**config.mk**
```make
export PLATFORM = sky130hd
export DESIGN_NAME = hwpe_cfg_router
export DESIGN_NICKNAME = d
export VERILOG_FILES = /design/src/rtl/hwpe_cfg_router.sv
export SDC_FILE = /design/constraint.sdc
export NUM_CORES = 1
export LEC_CHECK = 0
export ABC_AREA = 1
export CAP_MARGIN = 20
export CELL_PAD_IN_SITES_DETAIL_PLACEMENT = 1
export CELL_PAD_IN_SITES_GLOBAL_PLACEMENT = 2
export CORE_ASPECT_RATIO = 1.75
export CORE_MARGIN = 2
export CORE_UTILIZATION = 15
export DETAILED_ROUTE_END_ITERATION = 6
export PLACE_DENSITY_LB_ADDON = 0.1
export SYNTH_ARGS = -nofsm -noshare
export SYNTH_HDL_FRONTEND = slang
export SYNTH_SLANG_ARGS = --single-unit
```
**constraint.sdc**
```tcl
create_clock -name clk -period 3.52 [get_ports clk]
set_input_delay 0.88 -clock clk [delete_from_list [all_inputs] [get_ports clk]]
set_output_delay 0.88 -clock clk [all_outputs]
set_load 0.005 [all_outputs]
```
**src/rtl/hwpe_cfg_router.sv**
```systemverilog
// Config-bus router: steers cluster config requests to one of N_HWPE accelerator ports,
// keeps responses in order with a target FIFO, answers unmapped addresses with an error.
module hwpe_cfg_router #(
    parameter int N_HWPE     = 2,
    parameter int N_CORES    = 8,
    parameter int ID_WIDTH   = 8,
    parameter int ADDR_WIDTH = 32,
    parameter int SEL_LSB    = 10,
    parameter int MAX_OUTST  = 4
) (
    input  logic                                     clk,
    input  logic                                     rst,
    input  logic                                     cfg_req_i,
    input  logic [ADDR_WIDTH-1:0]                    cfg_add_i,
    input  logic                                     cfg_wen_i,
    input  logic [3:0]                               cfg_be_i,
    input  logic [31:0]                              cfg_wdata_i,
    input  logic [ID_WIDTH-1:0]                      cfg_id_i,
    output logic                                     cfg_gnt_o,
    output logic                                     cfg_r_valid_o,
    output logic [31:0]                              cfg_r_rdata_o,
    output logic [ID_WIDTH-1:0]                      cfg_r_id_o,
    output logic                                     cfg_r_opc_o,
    output logic [N_HWPE-1:0]                        hwpe_req_o,
    output logic [N_HWPE-1:0][ADDR_WIDTH-1:0]        hwpe_add_o,
    output logic [N_HWPE-1:0]                        hwpe_wen_o,
    output logic [N_HWPE-1:0][3:0]                   hwpe_be_o,
    output logic [N_HWPE-1:0][31:0]                  hwpe_data_o,
    output logic [N_HWPE-1:0][ID_WIDTH-1:0]          hwpe_id_o,
    input  logic [N_HWPE-1:0]                        hwpe_gnt_i,
    input  logic [N_HWPE-1:0]                        hwpe_r_valid_i,
    input  logic [N_HWPE-1:0][31:0]                  hwpe_r_data_i,
    input  logic [N_HWPE-1:0][ID_WIDTH-1:0]          hwpe_r_id_i,
    input  logic [N_HWPE-1:0][N_CORES-1:0][1:0]      hwpe_evt_i,
    input  logic [N_HWPE-1:0]                        hwpe_busy_i,
    output logic [N_CORES-1:0][1:0]                  evt_o,
    output logic                                     busy_o
);

    localparam int SEL_W = (N_HWPE > 1) ? $clog2(N_HWPE) : 1;
    localparam int PTR_W = $clog2(MAX_OUTST);
    localparam int CNT_W = $clog2(MAX_OUTST + 1);
    localparam logic [SEL_W:0] N_HWPE_W  = (SEL_W + 1)'(N_HWPE);
    localparam logic [31:0]    ERR_RDATA = 32'hBADACCE5;

    // FIFO storage: target index, error flag and (for error entries) the request id
    logic [SEL_W-1:0]    tgt_mem [MAX_OUTST];
    logic                err_mem [MAX_OUTST];
    logic [ID_WIDTH-1:0] id_mem  [MAX_OUTST];

    logic [PTR_W-1:0]    wr_ptr_reg, rd_ptr_reg;
    logic [CNT_W-1:0]    count_reg;
    logic [SEL_W-1:0]    tail_sel_reg;
    logic                tail_err_reg;

    logic                r_valid_reg, r_opc_reg, busy_reg;
    logic [31:0]         r_rdata_reg;
    logic [ID_WIDTH-1:0] r_id_reg;
    logic [N_CORES-1:0][1:0] evt_reg;

    logic [SEL_W-1:0]    sel;
    logic                sel_err, full, empty, same_tail, accept, tgt_gnt, push, pop;
    logic [N_HWPE-1:0]   sel_onehot;
    logic [SEL_W-1:0]    head_sel;
    logic                head_err, head_valid;
    logic [31:0]         head_rdata;
    logic [ID_WIDTH-1:0] head_rid;
    logic [N_CORES-1:0][1:0] evt_or;

    assign sel     = cfg_add_i[SEL_LSB +: SEL_W];
    assign sel_err = ({1'b0, sel} >= N_HWPE_W);
    assign full    = (count_reg == CNT_W'(MAX_OUTST));
    assign empty   = (count_reg == '0);

    // A new request may only join the tail's target, so responses can never overtake each other
    assign same_tail = (sel_err && tail_err_reg) ||
                       (!sel_err && !tail_err_reg && (sel == tail_sel_reg));
    assign accept    = !rst && !full && (empty || same_tail);

    generate
        for (genvar gi = 0; gi < N_HWPE; gi++) begin : g_port
            assign sel_onehot[gi]  = !sel_err && (sel == SEL_W'(gi));
            assign hwpe_req_o[gi]  = cfg_req_i && accept && sel_onehot[gi];
            assign hwpe_add_o[gi]  = rst ? '0 : cfg_add_i;
            assign hwpe_wen_o[gi]  = rst ? 1'b0 : cfg_wen_i;
            assign hwpe_be_o[gi]   = rst ? '0 : cfg_be_i;
            assign hwpe_data_o[gi] = rst ? '0 : cfg_wdata_i;
            assign hwpe_id_o[gi]   = rst ? '0 : cfg_id_i;
        end
    endgenerate

    assign tgt_gnt   = |(hwpe_gnt_i & sel_onehot);
    assign cfg_gnt_o = accept && (sel_err || tgt_gnt);
    assign push      = cfg_req_i && cfg_gnt_o;

    assign head_sel = tgt_mem[rd_ptr_reg];
    assign head_err = err_mem[rd_ptr_reg];

    always_comb begin
        head_valid = 1'b0;
        head_rdata = '0;
        head_rid   = '0;
        for (int i = 0; i < N_HWPE; i++) begin
            if (head_sel == SEL_W'(i)) begin
                head_valid = hwpe_r_valid_i[i];
                head_rdata = hwpe_r_data_i[i];
                head_rid   = hwpe_r_id_i[i];
            end
        end
    end

    // Error entries retire on their own; mapped entries wait for their target's response
    assign pop = !empty && (head_err || head_valid);

    always_comb begin
        evt_or = '0;
        for (int i = 0; i < N_HWPE; i++) begin
            evt_or = evt_or | hwpe_evt_i[i];
        end
    end

    always_ff @(posedge clk) begin
        if (push) begin
            tgt_mem[wr_ptr_reg] <= sel;
            err_mem[wr_ptr_reg] <= sel_err;
            id_mem[wr_ptr_reg]  <= cfg_id_i;
        end
    end

    always_ff @(posedge clk) begin
        if (rst) begin
            wr_ptr_reg   <= '0;
            rd_ptr_reg   <= '0;
            count_reg    <= '0;
            tail_sel_reg <= '0;
            tail_err_reg <= 1'b0;
            r_valid_reg  <= 1'b0;
            r_rdata_reg  <= '0;
            r_id_reg     <= '0;
            r_opc_reg    <= 1'b0;
            evt_reg      <= '0;
            busy_reg     <= 1'b0;
        end else begin
            if (push) begin
                wr_ptr_reg   <= (wr_ptr_reg == PTR_W'(MAX_OUTST - 1)) ? '0 : wr_ptr_reg + PTR_W'(1);
                tail_sel_reg <= sel;
                tail_err_reg <= sel_err;
            end
            if (pop) begin
                rd_ptr_reg  <= (rd_ptr_reg == PTR_W'(MAX_OUTST - 1)) ? '0 : rd_ptr_reg + PTR_W'(1);
                r_rdata_reg <= head_err ? ERR_RDATA : head_rdata;
                r_id_reg    <= head_err ? id_mem[rd_ptr_reg] : head_rid;
                r_opc_reg   <= head_err;
            end
            if (push && !pop) begin
                count_reg <= count_reg + CNT_W'(1);
            end else if (pop && !push) begin
                count_reg <= count_reg - CNT_W'(1);
            end
            r_valid_reg <= pop;
            evt_reg     <= evt_or;
            busy_reg    <= |hwpe_busy_i;
        end
    end

    assign cfg_r_valid_o = r_valid_reg;
    assign cfg_r_rdata_o = r_rdata_reg;
    assign cfg_r_id_o    = r_id_reg;
    assign cfg_r_opc_o   = r_opc_reg;
    assign evt_o         = evt_reg;
    assign busy_o        = busy_reg;

endmodule
```
# After elaboration in Yosys (flattened, before gate mapping)
# Memories as Yosys holds them, arrays and structs flattened. A register that Yosys moved wholly into a read port is not among the register bits.
# Index checks and enable logic that the tools add are counted.
[word_totals] ff_bits=67 mem_bits_rw=36 memories=2
[classes] n_addsub=4 n_eq_ne=4 mux=20 n_bitwise=3 n_reduce_logical=21
[mem_list] memory="id_mem" depth=4 width=8 rd=1 rd_clocked_by_memory_dff=1 write_ports=1 line_no="49" text="logic [ID_WIDTH-1:0] id_mem [MAX_OUTST];"
[mem_list] memory="tgt_mem" depth=4 width=1 rd=1 rd_clocked_by_memory_dff=1 write_ports=1 line_no="47" text="logic [SEL_W-1:0] tgt_mem [MAX_OUTST];"
[op_table] operator="two-way mux 32 bit" count=4
[op_table] operator="two-way mux 8 bit" count=3
[op_table] operator="bitwise OR 16 bit" count=1
[op_table] operator="two-way mux 2 bit" count=6
[op_table] operator="logical AND 1 bit" count=10
[op_table] operator="two-way mux 3 bit" count=2
[op_table] operator="logical NOT 1 bit" count=5
[op_table] operator="adder 2 x 1 -> 2 bit (second input constant)" count=2
[op_table] operator="== test 2 bit (second input constant)" count=2
[op_table] operator="two-way mux 1 bit" count=4
[op_table] operator="two-way mux 4 bit" count=1
[op_table] operator="OR reduction 2 bit" count=2
[op_table] operator="adder 3 x 1 -> 3 bit (second input constant)" count=1
[op_table] operator="== test 3 bit (second input constant)" count=1
[op_table] operator="logical NOT 3 bit" count=1
[op_table] operator="subtractor 3 x 1 -> 3 bit (second input constant)" count=1
[op_table] operator="bitwise AND 2 bit" count=1
[op_table] operator="nonzero test 2 bit" count=1
[op_table] operator="== test 1 bit" count=1
[op_table] operator="logical OR 1 bit" count=1
[op_table] operator="logical OR 1 bit (first input constant)" count=1
[op_table] operator="NOT 1 bit" count=1

# Depth between registers and ports, before layout
# Gate-level depths: netlist (run 1).
[depth] word_depth=10 depth_mapped=15 ltp_nobuf=13

# Least setup slack after synthesis (run 1)
# No wires, ideal clock.
[synth_timing] kind="in2out" start="input port rst" end="output port hwpe_be_o[5] in the netlist's numbering" arrival_time_ns=1.914 required_time_ns=2.640 slack_ns=0.726 stages=5 cell_sequence="clkbuf_1 > clkbuf_1 > buf_1 > nor2_1 > buf_4"
[synth_rtl] element="start: declaration" line_no="12" text="input logic rst,"
[synth_rtl] element="end: declaration" line_no="27" text="output logic [N_HWPE-1:0][3:0] hwpe_be_o,"

# Worst setup path after layout (run 1)
[layout_timing] start="input port cfg_add_i[10]" end="output port hwpe_req_o[0]"
[layout_via] elab_chain_len=5 word_cells_on_any_way=6
[layout_rtl] element="start: declaration" line_no="14" text="input logic [ADDR_WIDTH-1:0] cfg_add_i,"
[layout_rtl] element="== test 1 bit" line_no="77" text="(!sel_err && !tail_err_reg && (sel == tail_sel_reg));"
[layout_rtl] element="logical OR 1 bit" line_no="78" text="assign accept = !rst && !full && (empty || same_tail);"
[layout_rtl] element="logical AND 1 bit" line_no="78"
[layout_rtl] element="logical AND 1 bit" line_no="83" text="assign hwpe_req_o[gi] = cfg_req_i && accept && sel_onehot[gi];"
[layout_rtl] element="logical AND 1 bit *" line_no="83"
[layout_rtl] element="end: declaration" line_no="24" text="output logic [N_HWPE-1:0] hwpe_req_o,"
# Every way passes the cells marked *; elsewhere a longest branch is shown, timed or not.

==> results of run 1 <==
synth_stat cells, drive strengths merged:
| cell type | number |
|---|---|
| edfxtp | 4 |
| a21oi | 4 |
| nand2 | 179 |
| conb | 1 |
| dfxtp | 68 |
| xor2 | 2 |
| nor2 | 210 |
| and3 | 1 |
| nand3 | 46 |
| inv | 134 |
| nand4 | 1 |
| clkbuf | 19 |
| ha | 6 |
| buf | 97 |
| o21ai | 4 |
| fa | 1 |
routing by layer:
layer | vias to the layer above | part of all wire, %
met1 | 2489 | 31
met5 | - | 0
met2 | 235 | 57
li1 | 2797 | -
met3 | 21 | 10
met4 | 0 | 2.3
path summary, 6_finish.rpt:
check	slack, ns	endpoint	from
max	0.19	hwpe_req_o[0]	cfg_add_i[10]
min	0.50	count_reg[1]	count_reg[1]
max reg2reg	1.10	count_reg[2]	register
min reg2reg	0.50	count_reg[1]	count_reg[1]
critical path, delay by kind of cell:
kind / cells / cell delay (ns)
buffers and inverters: 2 / 1.00
and+or+nand+nor: 3 / 0.41
xor gates and xnor gates: 1 / 0.15
power groups by stage:
stage | Sequential (uW) | Combinational [uW] | Clock, uW
2_1_floorplan | 1300 | 1420 | 0
3_3_place_gp | 1290 | 2740 | 0
3_5_place_dp | 1300 | 2750 | 0
4_1_cts | 1280 | 2760 | 1080
5_1_grt | 1310 | 3020 | 1100
6_report | 1270 | 2640 | 1020
per-stage QoR:
step / std cells / worst slack [ns] / hold WS [ns] / total power [uW]
2_1_floorplan: 777 / 0.726 / 0.458 / 2720
3_3_place_gp: 1478 / 0.155 / 0.477 / 4030
3_5_place_dp: 1478 / 0.137 / 0.489 / 4040
4_1_cts: 1494 / 0.137 / 0.499 / 5130
5_1_grt: 1496 / 0.0526 / 0.530 / 5440
6_report: 1496 / 0.194 / 0.498 / 4930
cell families after synthesis:
family                   count (synthesis)
buffers and inverters                  250
flip-flops                              72
adder cells (fa/ha/maj)                  7
AND/OR/NAND/NOR                        437
other                                    1
XOR/XNOR                                 2
AO/OA/AOI/OAI                            8
cell type report:
cell class,count,share of cell area (%)
Antenna cell,2,0.0561
Clock buffer,10,2.57
Clock inverter,6,1.04
Inverter,134,5.64
Multi-Input combinational cell,455,21.1
Sequential cell,72,16.6
Tap cell,391,5.48
Timing Repair Buffer,426,47.5
==> results.md, run 1 <==
- Commonest non-fill, non-tap cells in the layout: clkdlybuf4s50_1 (411), nor2_1 (210), nand2_1 (178)
- Port bufs: 412
- Initial antenna violation count: 2
- DR iter-0 viols: 92
- Post-synth top area share: 29.3%
- Clk buf depth: 2
- Arr. time, crit path: 2.45 ns
- Total grt overflow: 0
- R2r worst-path depth: 13
- Count of state elements after synthesis: 72
- First-pass GRT wire length: 34,900 um
- Drc violations: 0
- Critical Path, Cell by Cell: clkdlybuf4s50_1 -> xor2_1 -> nand2_1 -> nand3_1 -> nor2_1 -> clkdlybuf4s50_1
- Final hold vios: 0
- Sw Share: 39.2%
- Commonest non-fill, non-tap cell in the layout: clkdlybuf4s50_1
- Most frequent CP cell: clkdlybuf4s50_1
- Worst path required time: 2.64 ns
- Syn_area_per_cell: 5.97 um^2
- DIE HEIGHT: 237 um
- FP Rows: 85
- Setup violations, final: 0
- Met3 usage: 6.57%
- Maximum vdd drop: 0.000497 V
- Num Clock Sinks: 72
- Compound-Gate Fraction of Synth Area: 0.863%
- Post-cts sizing count: 0
- Antenna Nets Post-Route: 0
- Worst skew pair latency: 0.36 ns
- Synthesis-to-finish area growth: 92.4%
- Mux cell area share after synthesis: 0%
- Flop pwr share: 25.8%
- Seq/Total Area, Yosys: 31.9%
- Dpl cell area: 8600 um^2
- Leak: 0.00415 uW
- Max-slew headroom: 40.0%
- Fmax: 301 MHz
- Slowest CP cell: clkdlybuf4s50_1
- RD Place Congestion: 0.749
- Syn nets: 982
- Worst hold path class: reg2reg
- Combinational power share: 53.5%
- Tcrit/Tclk final: 94.5%
- RSZ-0062 raised after global routing: false
- Cells on Worst Hold Path: 2
- Cells after Synth: 777
- Met2 GRT Util: 29.4%
- CTS Buf Count: 9
- Initial Util: 15.1%
- Top cells by area, synth: dfxtp_1 (29%), nor2_1 (17%), nand2_1 (14%), buf_4 (13%), inv_1 (11%)
- PD cells: 552 nW/um^2
- Global Route met1 Usage: 12.1%
- CP max stage delay: 0.56 ns
- Clock network power share: 20.7%
- Layout cells sized above 1: 3.26%
- Internal power: 2990 uW
- TritonCTS clock tree: yes
- CP Class: in2out
- Die width: 137 um
- Die Area: 32,400 um^2
- Synthesized area: 4640 um^2
- Clk pin slew, worst setup/hold paths: 0.06 ns
- Max FFs per register: 32
- DR vias/cell: 3.70
- WL per Instance: 16.0 um
- Worst-Margin Slew: 0.901 ns
- Gr usage total: 14.7%
- Fin area: 8920 um^2
- Final wirelength: 23,900 um
- Max cap viols: 0
- Vias in the first global route: 6,133
- Final core utilization: 29.1%
- Yosys warns: 0
- # hold bufs at CTS: 0
- Router iterations before antenna repair: 4
- H-tree levels: 3
- Filler Cell Count: 3,802
- Post-synth top area cell: dfxtp_1
- Routed via count: 5,542
- Setup TNS: 0 ns
- Layout Skew: 0.00940 ns
- Largest family of logic cells by synthesized area: simple AND/OR/NAND/NOR gates
- Crit. End Element: output port
- Nets@finish: 1,303
- Outcome: finished, final reports clean
- Crit path launch type: input pin
- Tmin final: 3.33 ns
- Post-CTS setup buffers: 0
- Worst Path Max Fanout: 3
- Simple-Gate Fraction of Synth Area: 37.1%
- Multi-input logic area: 1880 um^2
- Pin count of the biggest net entering global routing: 86
- Synth cell types: 22
- Core area: 30,600 um^2
- Num ports: 414
- FF/Latch Area: 1480 um^2
- Post-Synth Adder-Cell Area: 2.05%
- XOR/XNOR Fraction of Synth Area: 0.378%
- DP HPWL: 19,400 um
- Switching pwr: 1930 uW
- Gr busiest metal: met2
- Max Slew Vio Count: 0
- Root Buffer: clkbuf_16
Power figures use the tool's default switching activity.
==> run 2: changes to the inputs <==
--- a/config.mk
+++ b/config.mk
@@ -9,10 +9,10 @@
 export CAP_MARGIN = 20
 export CELL_PAD_IN_SITES_DETAIL_PLACEMENT = 1
 export CELL_PAD_IN_SITES_GLOBAL_PLACEMENT = 2
-export CORE_ASPECT_RATIO = 1.75
-export CORE_MARGIN = 2
-export CORE_UTILIZATION = 15
+export CORE_AREA = 2 2 161 163
 export DETAILED_ROUTE_END_ITERATION = 6
+export DIE_AREA = 0 0 163 165
+export DONT_BUFFER_PORTS = 1
 export PLACE_DENSITY_LB_ADDON = 0.1
 export SYNTH_ARGS = -nofsm -noshare
 export SYNTH_HDL_FRONTEND = slang
==> results.md, run 2 (same netlist as run 1, synthesis figures left out) <==
- Switching pwr: 1740 uW (was 1930 uW)
- Total grt overflow: 0 (unchanged)
- Layout cells sized above 1: 3.38% (was 3.26%)
- Routed via count: 4,011 (was 5,542)
- H-tree levels: 3 (unchanged)
- DIE HEIGHT: 165 um (was 237 um)
- Max FFs per register: 32 (unchanged)
- Fmax: 379 MHz (was 301 MHz)
- TritonCTS clock tree: yes (unchanged)
- Max cap viols: 0 (unchanged)
- Non-Filler Instances: 1,011 (was 1,496)
- Cells on Worst Hold Path: 2 (unchanged)
- Post-cts sizing count: 0 (unchanged)
- RD Place Congestion: 0.691 (was 0.749)
- Worst path required time: 3.74 ns (was 2.64 ns)
- Port bufs: 0 (was 412)
- R2r worst-path depth: 13 (unchanged)
- Crit path launch type: input pin (unchanged)
- Antenna Nets Post-Route: 0 (unchanged)
- Clock network power share: 23.6% (was 20.7%)
- Root Buffer: clkbuf_16 (unchanged)
- Worst Path Max Fanout: 98 (was 3)
- Routed wl met3: 1460 um (was 2390 um)
- Met1 Routed Length: 7060 um (was 7440 um)
- Die width: 163 um (was 137 um)
- Num ports: 414 (unchanged)
- Layout Skew: 0.00659 ns (was 0.00940 ns)
- Tmin final: 2.64 ns (was 3.33 ns)
- Die Area: 26,900 um^2 (was 32,400 um^2)
- Commonest non-fill, non-tap cells in the layout: nor2_1 (210), nand2_1 (178), inv_1 (132) (was clkdlybuf4s50_1 (411), nor2_1 (210), nand2_1 (178))
- Dpl cells: 996 (was 1,478)
- Final hold vios: 0 (unchanged)
- WL per Instance: 17.2 um (was 16.0 um)
- Flop pwr share: 35.1% (was 25.8%)
- Outcome: finished, final reports clean (unchanged)
- Maximum vdd drop: 0.000249 V (was 0.000497 V)
- Setup violations, final: 0 (unchanged)
- PD cells: 853 nW/um^2 (was 552 nW/um^2)
- Clk buf depth: 2 (unchanged)
- Worst-Margin Slew: 0.889 ns (was 0.901 ns)
- Internal power: 2190 uW (was 2990 uW)
- First-pass GRT wire length: 24,300 um (was 34,900 um)
- Combinational power share: 41.3% (was 53.5%)
- # hold bufs at CTS: 0 (unchanged)
- Synthesis-to-finish area growth: -0.647% (was 92.4%)
- Sw Share: 44.3% (was 39.2%)
- Met2 routed WL: 8580 um (was 13,500 um)
- Worst hold path class: reg2reg (unchanged)
- Drc violations: 0 (unchanged)
- Leak: 0.00254 uW (was 0.00415 uW)
- Vias in the first global route: 4,041 (was 6,133)
- FP Rows: 58 (was 85)
- Crit. End Element: register (was output port)
- Core area: 25,000 um^2 (was 30,600 um^2)
- DP HPWL: 13,800 um (was 19,400 um)
- RSZ-0062 raised after global routing: false (unchanged)
- Post-CTS setup buffers: 0 (unchanged)
- Tcrit/Tclk final: 75.0% (was 94.5%)
- Final wirelength: 17,300 um (was 23,900 um)
- Worst skew pair latency: 0.33 ns (was 0.36 ns)
- Gr usage total: 12.2% (was 14.7%)
- Top sig layer: met4 (unchanged)
- Setup TNS: 0 ns (unchanged)
- Clk pin slew, worst setup/hold paths: 0.06 ns (about the same)
- Diode count: 0 (was 2)
- CTS Buf Count: 9 (unchanged)
- Initial Util: 18.5% (was 15.1%)
- PnR worst setup slack: 0.880 ns (was 0.194 ns)
- Arr. time, crit path: 2.86 ns (was 2.45 ns)
- CP Class: in2reg (was in2out)
- Commonest non-fill, non-tap cell in the layout: nor2_1 (was clkdlybuf4s50_1)
- Initial antenna violation count: 0 (was 2)
- Nets@finish: 882 (was 1,303)
- Pin count of the biggest net entering global routing: 99 (was 86)
- Router iterations before antenna repair: 4 (unchanged)
- DR iter-0 viols: 138 (was 92)
- Place WS: 0.617 ns (was 0.137 ns)
- Max-slew headroom: 40.7% (was 40.0%)
- Max Slew Vio Count: 0 (unchanged)
- DR vias/cell: 3.97 (was 3.70)
- Num Clock Sinks: 72 (unchanged)
## run 2: path summary, 6_finish.rpt
kind / start / endpoint / slack (ns)
setup / recovery: rst / count_reg[2] / 0.88
hold / removal: count_reg[1] / count_reg[1] / 0.49
setup reg to reg: register / count_reg[2] / 0.90
hold reg to reg: count_reg[1] / count_reg[1] / 0.49
## run 2: per-layer routing
metal,vias to the layer above,track usage (%)
met3,14,3.69
met5,-,0
li1,1957,-
met1,1851,14.4
met2,189,20.7
met4,0,4.51
## run 2: layout make-up
| class | instances | area, um^2 |
|---|---|---|
| well taps | 330 | 413 |
| inverters | 134 | 503 |
| flip-flops and latches | 72 | 1480 |
| fillers | 3165 | 20400 |
| multi-input cells | 455 | 1880 |
| clock inverters | 3 | 42.5 |
| clock buffers | 12 | 246 |
| repair buffers | 5 | 37.5 |
## run 2: stage by stage
stage,area [um^2],power [uW],hold slack (ns),util (%)
3_3_place_gp,4320,3030,0.480,17.3
6_report,4610,3930,0.492,18.4
5_1_grt,4610,4380,0.522,18.4
2_1_floorplan,4640,2720,0.458,-
4_1_cts,4610,4080,0.495,18.4
3_5_place_dp,4320,3100,0.488,17.3
## run 2: power by group through the flow
stage	logic (uW)	registers, uW	clock network [uW]
floorplan	1420	1300	0
global placement	1620	1420	0
detailed placement	1680	1420	0
CTS	1690	1400	989
global route	1940	1420	1020
finish	1620	1380	928
## run 2: worst max-delay path, stage by stage
cell and delay, ns:
a21oi_1 0.23, nand4_1 0.40, inv_1 0.16, ha_1 0.15, inv_1 0.06, fa_1 0.38, a21oi_1 0.17, o21ai_0 0.13
o21ai_0 0.16, a21oi_1 0.06
